### src/rtl/gpu_launch_sequencer.sv
// OBI initiator that launches one GPU kernel end to end: descriptor writes, start write,
// bounded wait for the controller interrupt, status read and interrupt clear.
module gpu_launch_sequencer #(
    parameter int unsigned NUM_CFG        = 4,
    parameter logic [31:0] START_ADDR     = 32'h0000_0000,
    parameter logic [31:0] START_VAL      = 32'h0000_0001,
    parameter logic [31:0] STATUS_ADDR    = 32'h0000_0004,
    parameter logic [31:0] IRQ_CLR_ADDR   = 32'h0000_0008,
    parameter logic [31:0] IRQ_CLR_VAL    = 32'h0000_0001,
    parameter int unsigned TIMEOUT_CYCLES = 1_000_000
) (
    input  logic        clk_i,
    input  logic        rst_ni,
    input  logic        launch_i,
    input  logic [31:0] cfg_addr_i [NUM_CFG],
    input  logic [31:0] cfg_data_i [NUM_CFG],
    output logic        regs_req_req,
    output logic        regs_req_we,
    output logic [3:0]  regs_req_be,
    output logic [31:0] regs_req_addr,
    output logic [31:0] regs_req_wdata,
    input  logic        regs_rsp_gnt,
    input  logic        regs_rsp_rvalid,
    input  logic [31:0] regs_rsp_rdata,
    input  logic        interrupt_i,
    output logic        busy_o,
    output logic        done_o,
    output logic        timeout_o,
    output logic [31:0] status_o
);

    localparam int unsigned CNT_W = $clog2(TIMEOUT_CYCLES + 1);
    localparam int unsigned IDX_W = (NUM_CFG > 1) ? $clog2(NUM_CFG) : 1;
    localparam logic [CNT_W-1:0] CNT_LAST = CNT_W'(TIMEOUT_CYCLES - 1);
    localparam logic [IDX_W-1:0] IDX_LAST = IDX_W'(NUM_CFG - 1);

    typedef enum logic [2:0] {
        S_IDLE,
        S_CFG,
        S_START,
        S_WAIT_IRQ,
        S_STATUS,
        S_CLEAR,
        S_DONE
    } state_e;

    state_e state_q, state_d;

    logic [31:0]      desc_addr_q [NUM_CFG];
    logic [31:0]      desc_data_q [NUM_CFG];
    logic [IDX_W-1:0] idx_q;
    logic [IDX_W-1:0] idx_nxt;
    logic [CNT_W-1:0] cnt_q;
    logic             outstanding_q;
    logic             irq_seen_q;

    logic             accept;
    logic             granted;
    logic             rsp_done;
    logic             irq_now;

    logic             issue;
    logic             issue_we;
    logic [31:0]      issue_addr;
    logic [31:0]      issue_wdata;

    assign accept   = (state_q == S_IDLE) && launch_i;
    assign granted  = regs_req_req && regs_rsp_gnt;
    // A response only counts when a granted access is actually waiting for it.
    assign rsp_done = outstanding_q && regs_rsp_rvalid;
    assign irq_now  = irq_seen_q || interrupt_i;
    assign idx_nxt  = idx_q + 1'b1;

    always_ff @(posedge clk_i or negedge rst_ni) begin
        if (!rst_ni) begin
            state_q <= S_IDLE;
        end else begin
            state_q <= state_d;
        end
    end

    // NOTE: every output of a combinational block gets a default first so no latch is inferred.
    always_comb begin
        state_d     = state_q;
        issue       = 1'b0;
        issue_we    = 1'b1;
        issue_addr  = '0;
        issue_wdata = '0;
        unique case (state_q)
            S_IDLE: begin
                if (launch_i) begin
                    state_d     = S_CFG;
                    issue       = 1'b1;
                    issue_addr  = cfg_addr_i[0];
                    issue_wdata = cfg_data_i[0];
                end
            end
            S_CFG: begin
                if (rsp_done) begin
                    issue = 1'b1;
                    if (idx_q == IDX_LAST) begin
                        state_d     = S_START;
                        issue_addr  = START_ADDR;
                        issue_wdata = START_VAL;
                    end else begin
                        issue_addr  = desc_addr_q[idx_nxt];
                        issue_wdata = desc_data_q[idx_nxt];
                    end
                end
            end
            S_START: begin
                if (rsp_done) begin
                    state_d = S_WAIT_IRQ;
                end
            end
            S_WAIT_IRQ: begin
                // A same-cycle interrupt beats the terminal count.
                if (irq_now) begin
                    state_d = S_STATUS;
                end else if (cnt_q == CNT_LAST) begin
                    state_d = S_DONE;
                end
            end
            S_STATUS: begin
                // The read goes out from inside STATUS, one cycle after the interrupt decision.
                if (!regs_req_req && !outstanding_q) begin
                    issue    = 1'b1;
                    issue_we = 1'b0;
                    issue_addr = STATUS_ADDR;
                end else if (rsp_done) begin
                    state_d     = S_CLEAR;
                    issue       = 1'b1;
                    issue_addr  = IRQ_CLR_ADDR;
                    issue_wdata = IRQ_CLR_VAL;
                end
            end
            S_CLEAR: begin
                if (rsp_done) begin
                    state_d = S_DONE;
                end
            end
            S_DONE: begin
                state_d = S_IDLE;
            end
            default: begin
                state_d = S_IDLE;
            end
        endcase
    end

    // NOTE: descriptor storage has no reset; it is always written on accept before being read.
    always_ff @(posedge clk_i) begin
        if (accept) begin
            desc_addr_q <= cfg_addr_i;
            desc_data_q <= cfg_data_i;
        end
    end

    always_ff @(posedge clk_i or negedge rst_ni) begin
        if (!rst_ni) begin
            regs_req_req   <= 1'b0;
            regs_req_we    <= 1'b0;
            regs_req_be    <= 4'h0;
            regs_req_addr  <= '0;
            regs_req_wdata <= '0;
            outstanding_q  <= 1'b0;
            idx_q          <= '0;
            cnt_q          <= '0;
            irq_seen_q     <= 1'b0;
            busy_o         <= 1'b0;
            done_o         <= 1'b0;
            timeout_o      <= 1'b0;
            status_o       <= '0;
        end else begin
            if (issue) begin
                regs_req_req   <= 1'b1;
                regs_req_we    <= issue_we;
                regs_req_be    <= 4'hF;
                regs_req_addr  <= issue_addr;
                regs_req_wdata <= issue_wdata;
            end else if (granted) begin
                regs_req_req <= 1'b0;
            end

            if (granted) begin
                outstanding_q <= 1'b1;
            end else if (rsp_done) begin
                outstanding_q <= 1'b0;
            end

            if (accept) begin
                idx_q <= '0;
            end else if ((state_q == S_CFG) && rsp_done && (idx_q != IDX_LAST)) begin
                idx_q <= idx_nxt;
            end

            if ((state_q == S_START) && rsp_done) begin
                cnt_q <= '0;
            end else if (state_q == S_WAIT_IRQ) begin
                cnt_q <= cnt_q + 1'b1;
            end

            if (accept) begin
                irq_seen_q <= 1'b0;
            end else if (((state_q == S_START) || (state_q == S_WAIT_IRQ)) && interrupt_i) begin
                irq_seen_q <= 1'b1;
            end

            if (accept) begin
                status_o <= '0;
            end else if ((state_q == S_STATUS) && rsp_done) begin
                status_o <= regs_rsp_rdata;
            end

            if (accept) begin
                busy_o <= 1'b1;
            end else if (state_q == S_DONE) begin
                busy_o <= 1'b0;
            end

            done_o    <= (state_d == S_DONE);
            timeout_o <= (state_q == S_WAIT_IRQ) && (state_d == S_DONE);
        end
    end

    a_req_held: assert property (@(posedge clk_i) disable iff (!rst_ni)
        (regs_req_req && !regs_rsp_gnt) |=> (regs_req_req && $stable(regs_req_addr)
                                             && $stable(regs_req_wdata) && $stable(regs_req_we)));

    a_single_outstanding: assert property (@(posedge clk_i) disable iff (!rst_ni)
        !(regs_req_req && outstanding_q));

endmodule

### config.mk
export PLATFORM = sky130hd
export DESIGN_NAME = gpu_launch_sequencer
export DESIGN_NICKNAME = d
export VERILOG_FILES = /design/src/rtl/gpu_launch_sequencer.sv
export SDC_FILE = /design/constraint.sdc
export NUM_CORES = 1
export LEC_CHECK = 0
export BUFFER_PORTS_ARGS = -buffer_cell sky130_fd_sc_hd__buf_4
export CAP_MARGIN = 5
export CORE_MARGIN = 2
export CORE_UTILIZATION = 28
export CTS_CLUSTER_SIZE = 8
export DETAILED_ROUTE_END_ITERATION = 6
export SLEW_MARGIN = 20
export SYNTH_ARGS = -nofsm -noshare
export SYNTH_HDL_FRONTEND = slang
export SYNTH_SLANG_ARGS = --single-unit
### constraint.sdc
create_clock -name clk_i -period 10.9 [get_ports clk_i]
set_input_delay 0.545 -clock clk_i [delete_from_list [all_inputs] [get_ports clk_i]]
set_output_delay 0.545 -clock clk_i [all_outputs]
set_load 0.01 [all_outputs]
======== Word-level counts from Yosys, hierarchy flattened ========
Index checks and enable logic that the tools add are counted.
Widths: inputs -> output; s select.
operators by class
  muxes and demuxes ....................... 48
  add/subtract/negate cells ............... 2
  eq/ne operators ......................... 10
  reduce and logical (&&, ||, !) cells .... 22
  $lt $le $gt $ge ......................... 1
  bitwise gates (word level) .............. 1
operators with widths
  cell                   number
  $mux 32                12
  $pmux 32 s3            2
  $bmux 32 s2            2
  $mux 20                2
  $mux 3                 9
  $add 20x1->20 const B  1
  $eq 20x20->1 const B   1
  $pmux 3 s6             1
  $mux 1                 15
  $reduce_bool 2->1      7
  $eq 3x3->1 const B     4
  $logic_and 1x1->1      10
  $mux 4                 2
  $eq 3x2->1 const B     2
  $mux 2                 2
  $eq 3x1->1 const B     1
  $ge 3x3->1 const B     1
  $logic_not 3->1        1
  $not 2->3              1
  $pmux 1 s3             1
  $add 2x1->2 const B    1
  $eq 2x2->1 const B     1
  $logic_not 1->1        2
  $logic_or 1x1->1       2
  $ne 2x2->1 const B     1
storage, ports and cells
  register bits after elaboration ......... 385
  logic and storage cells ................. 106
  input port bits ......................... 294

======== Depth between registers and ports, before layout ========
  depth in word-level cells ............... 8
  gate-level depth with buffers ........... 7
  mapped depth without buffers ............ 5

======== Worst setup path before layout ========
Ideal clock, no wire load.
  kind .................................... register -> register
  start point ............................. reg state_q[2]
  end point ............................... reg regs_req_addr[24]
  clock period less this slack ............ 9.065 ns
  data arrival time ....................... 9.001 ns
  slack ................................... 1.835 ns
  path buffers ............................ 2
  cell stages (with the launch flop) ...... 6
  path through ............................ dfrtp_1 buf_2 nor4b_2 clkbuf_1 a22o_1 a21o_1
on the way
  longest elaborated chain between the ends .. 2
  elaborated cells between the ends (all ways) .. 5
  those cells by class .................... eq/ne (2); mux (2); reduce/logical (1)
ends and longest elaborated chain
  element                                    line  source
  start: declaration                         47    state_e state_q, state_d;
  start signal: assignment                   78    state_q <= state_d;
  $eq 3x3->1, or another cell as far along   89    unique case (state_q)
  $pmux 32 s3 or $pmux 1 s3 (tied branches)  89
  end signal: assignment                     179   regs_req_addr <= issue_addr;
  end: declaration                           20    output logic [31:0] regs_req_addr,
Several ways; a longest one is shown, not always the timed one.
A chain may end at the register's enable or synchronous reset.

======== Worst setup path after layout ========
  start point ............................. reg state_q[0]
  end point ............................... reg regs_req_addr[7]
The elaborated chain is that of the path after synthesis.

==> flow_metrics.py <==
metrics = {
    "detailed_routing": {
        "vias_per_cell": 4.69,
        "drc": 0,
        "wirelength_mm": 39.3,
        "detail-route-antenna-nets": 0,
        "vias": 9175,
        "drt_iter0_drc": 478,
        "wire_per_inst_um": 20.1,
        "drt-pass1-iter-count": 5,
    },
    "finish": {
        "fin_area_um2": 20200,
        "drive_gt1_frac": 0.430,
        "nets": 1520,
        "instances_no_fill": 1958,
        "syn_to_final_growth_pct": 36.6,
    },
    "floorplan": {
        "die_w_um": 234,
        "fp.coreArea_um2": 52300,
        "die-area_um2": 54600,
        "row_count": 84,
        "die-height_um": 234,
        "io_pins": 399,
        "floorplan.initialDensity": 0.282,
    },
    "clock_network": {
        "cts_buffers": 54,
        "cts_resized": 0,
        "htree_levels": 2,
        "ctsRootBufferMaster": "clkbuf_16",
        "cts_buffer_depth": 3,
        "clk_pin_slew_worst_paths_ps": 50,
        "cts_tree": "built",
        "postCtsSetupRepairBufs": 0,
        "clock_sinks": 385,
        "hold_buffers": 1,
        "clkLatencyLatePin_ps": 590,
    },
    "timing": {
        "min_period_ps": 3170,
        "max_freq_ghz": 0.315,
        "fin_worst_skew_ps": 31.3,
        "rsz0062_at_grt": "no",
        "tns_ps": 0,
        "max_slew_margin": 0.350,
        "drv_slew": 0,
        "hold_viol": 0,
        "fin_crit_sh": 0.291,
        "worst_pin_slew_ps": 975,
        "setup_viol": 0,
        "finalHoldWorstSlack_ps": 130,
    },
    "critical_path": {
        "critical_path_class": "reg -> reg",
        "rrSetupSlack_ps": 7730,
        "cp_max_fo": 146,
        "worst_path_largest_cell_delay_ps": 640,
        "cp_num_buf_inv": 3,
        "crit_arrival_ps": 3690,
        "path_delay_family": "buffers and inverters",
        "rr_worst_depth": 6,
        "cp-end-kind": "flip-flop",
        "regToRegStartpoint": "state_q[0]",
        "startpoint": "state_q[0]",
        "reg2reg_to": "regs_req_addr[7]",
        "slowest_stage": "dfrtp_1",
        "cp_cell_sequence": "nor4b_4, buf_4, buf_12, buf_16, a22o_1, a21o_1",
        "path_depth": 6,
        "crit_path_start_kind": "flip-flop",
        "required_ps": 11420,
        "cp-endpoint": "regs_req_addr[7]",
    },
    "global_route": {
        "antenna_found_initial": 4,
        "grt_overflow": 0,
        "grt_max_degree": 211,
        "track_usage": 0.140,
        "grt_pass1_wl_mm": 57.9,
        "grt_pass1_vias": 9651,
    },
    "synth": {
        "ys_types": 44,
        "synth_area_um2": 14800,
        "ys_seq_area_frac": 0.739,
        "synth_fp_nets": 1103,
        "yosysWarnings": 0,
        "synthCells": 807,
        "avgSynthCellArea_um2": 18.3,
        "synth-seq-cells": 385,
    },
    "flow_run": {
        "maxCapViolations": 0,
    },
    "min_path": {
        "min_path_type": "in -> reg",
    },
    "power": {
        "worst_ir_drop_vdd_mv": 0.117,
        "power_density_nw_per_um2": 248,
        "leakagePower_nw": 8.33,
        "power_w": 0.00500,
    },
    "run_status": {
        "outcome": "complete, no violations",
    },
    "placement": {
        "gp_congestion": 0.776,
        "dp.cells": 1854,
        "dp_hpwl_mm": 25.4,
        "port_buffers": 398,
        "place_area_um2": 18600,
    },
}
## final cells by class
class / count / area (um2)
Clock inverter: 3 / 33.8
Antenna cell: 2 / 5.00
Tap cell: 688 / 861
Multi-Input combinational cell: 363 / 3660
Timing Repair Buffer: 412 / 3140
Clock buffer: 97 / 1540
Inverter: 8 / 30.0
Fill cell: 4853 / 32100
Sequential cell: 385 / 10900
## metal layers
layer,vias to the layer above,global-route usage,part of all wire
met2,352,0.227,0.48
met5,-,0,0.00069
met4,4,0.0548,0.028
li1,4105,-,-
met3,75,0.0434,0.082
met1,4639,0.175,0.41
## metrics by stage
stage                util  setup WS [ps]
floorplan               -           1840
global placement    0.355           7910
detailed placement  0.355           7870
CTS                 0.385           7830
global route        0.386           7550
finish              0.386           7730
## power by group
group	leakage, nW	total [W]	internal [W]	switching [W]
Combinational	3.63	0.00138	0.000731	0.000645
Sequential	3.94	0.00206	0.00186	0.000196
Clock	0.752	0.00157	0.000946	0.000619
## Yosys cell counts
cell type,instances,area [um2]
dfrtp_1,129,3230
or4_1,6,45.0
nor2b_1,2,12.5
nand3b_4,1,20.0
ha_1,2,25.0
nand3b_1,1,7.51
or4_4,1,11.3
a21oi_1,19,95.1
or4b_2,1,10.0
buf_2,9,45.0
or3_1,10,62.6
nand2_1,15,56.3
o211ai_1,1,7.51
a22o_1,93,815
nor4_1,5,31.3
nand4b_1,1,8.76
a221o_1,2,20.0
and2_1,1,6.26
a21o_1,66,495
nand2b_1,3,18.8
nand4_1,2,12.5
buf_4,4,30.0
xor2_1,3,26.3
o31ai_1,4,30.0
xnor2_1,7,61.3
a21bo_2,1,10.0
and4_1,1,8.76
buf_1,5,18.8
mux4_2,64,1440
a211o_1,3,26.3
clkbuf_1,33,124
o21bai_1,1,7.51
o221ai_1,1,8.76
and3_1,1,6.26
inv_1,8,30.0
nor3_2,1,10.0
edfxtp_1,256,7690
nor3_1,5,25.0
nor4b_2,1,15.0
o21ai_0,12,60.1
nor2_1,16,60.1
a41o_1,1,10.0
a22oi_1,1,7.51
nand3_1,8,40.0
## worst min path at each step
stage	cells past startpoint	slack, ps	endpoint	from
after floorplan	0	250	busy_o	rst_ni
after global placement	1	460	regs_req_addr[16]	regs_req_addr[16]
after detailed placement	1	470	regs_req_wdata[30]	regs_req_wdata[30]
after CTS	1	80	desc_data_q[6]	cfg_data_i[6]
after global routing	1	90	desc_data_q[66]	cfg_data_i[66]
final	1	130	desc_data_q[38]	cfg_data_i[38]
## flip-flops by register name, indices dropped and copies added, names as in the netlist
register,flops
cnt_q,20
outstanding_q,1
timeout_o,1
status_o,32
desc_data_q,128
busy_o,1
regs_req_req,1
desc_addr_q,128
regs_req_wdata,32
irq_seen_q,1
regs_req_addr,32
idx_q,2
done_o,1
regs_req_we,1
regs_req_be,1
state_q,3
## cells in the final DEF (no fill, tap or decap), types with 2 or more instances in the layout
| cell type | synthesis | routed |
|---|---|---|
| diode_2 | 0 | 2 |
| a21oi_1 | 19 | 19 |
| xnor2_1 | 7 | 7 |
| nand3_1 | 8 | 8 |
| nor2_1 | 16 | 14 |
| clkbuf_1 | 33 | 41 |
| nor2b_1 | 2 | 2 |
| clkbuf_16 | 0 | 55 |
| buf_6 | 0 | 2 |
| nand2b_1 | 3 | 3 |
| edfxtp_1 | 256 | 256 |
| xor2_1 | 3 | 3 |
| a21o_1 | 66 | 66 |
| nor3_1 | 5 | 4 |
| o21ai_0 | 12 | 12 |
| inv_1 | 8 | 8 |
| a211o_1 | 3 | 3 |
| nand2_1 | 15 | 15 |
| mux4_2 | 64 | 64 |
| nor4_1 | 5 | 5 |
| buf_4 | 4 | 407 |
| nor2_4 | 0 | 2 |
| or3_1 | 10 | 10 |
| nand4_1 | 2 | 2 |
| dfrtp_1 | 129 | 128 |
| a221o_1 | 2 | 2 |
| o31ai_1 | 4 | 4 |
| a22o_1 | 93 | 93 |
| or4_1 | 6 | 6 |
## cells by family (layout without fill, tap and decap cells)
group | after synthesis | in the layout | share of synthesized area
fa+ha+maj | 2 | 2 | 0.00169
mux | 64 | 64 | 0.0975
flops | 385 | 385 | 0.739
other cells | 0 | 2 | 0
simple gates | 82 | 82 | 0.0317
buf+inv | 59 | 520 | 0.0168
compound gates | 205 | 205 | 0.108
xor+xnor | 10 | 10 | 0.00593
## worst register-to-register path: stages, from the launching register on
cell     delay [ps]
dfrtp_1         640
nor4b_4         310
buf_4           630
buf_12          430
buf_16          540
a22o_1          480
a21o_1           80
(Power assumes the default switching activity.)
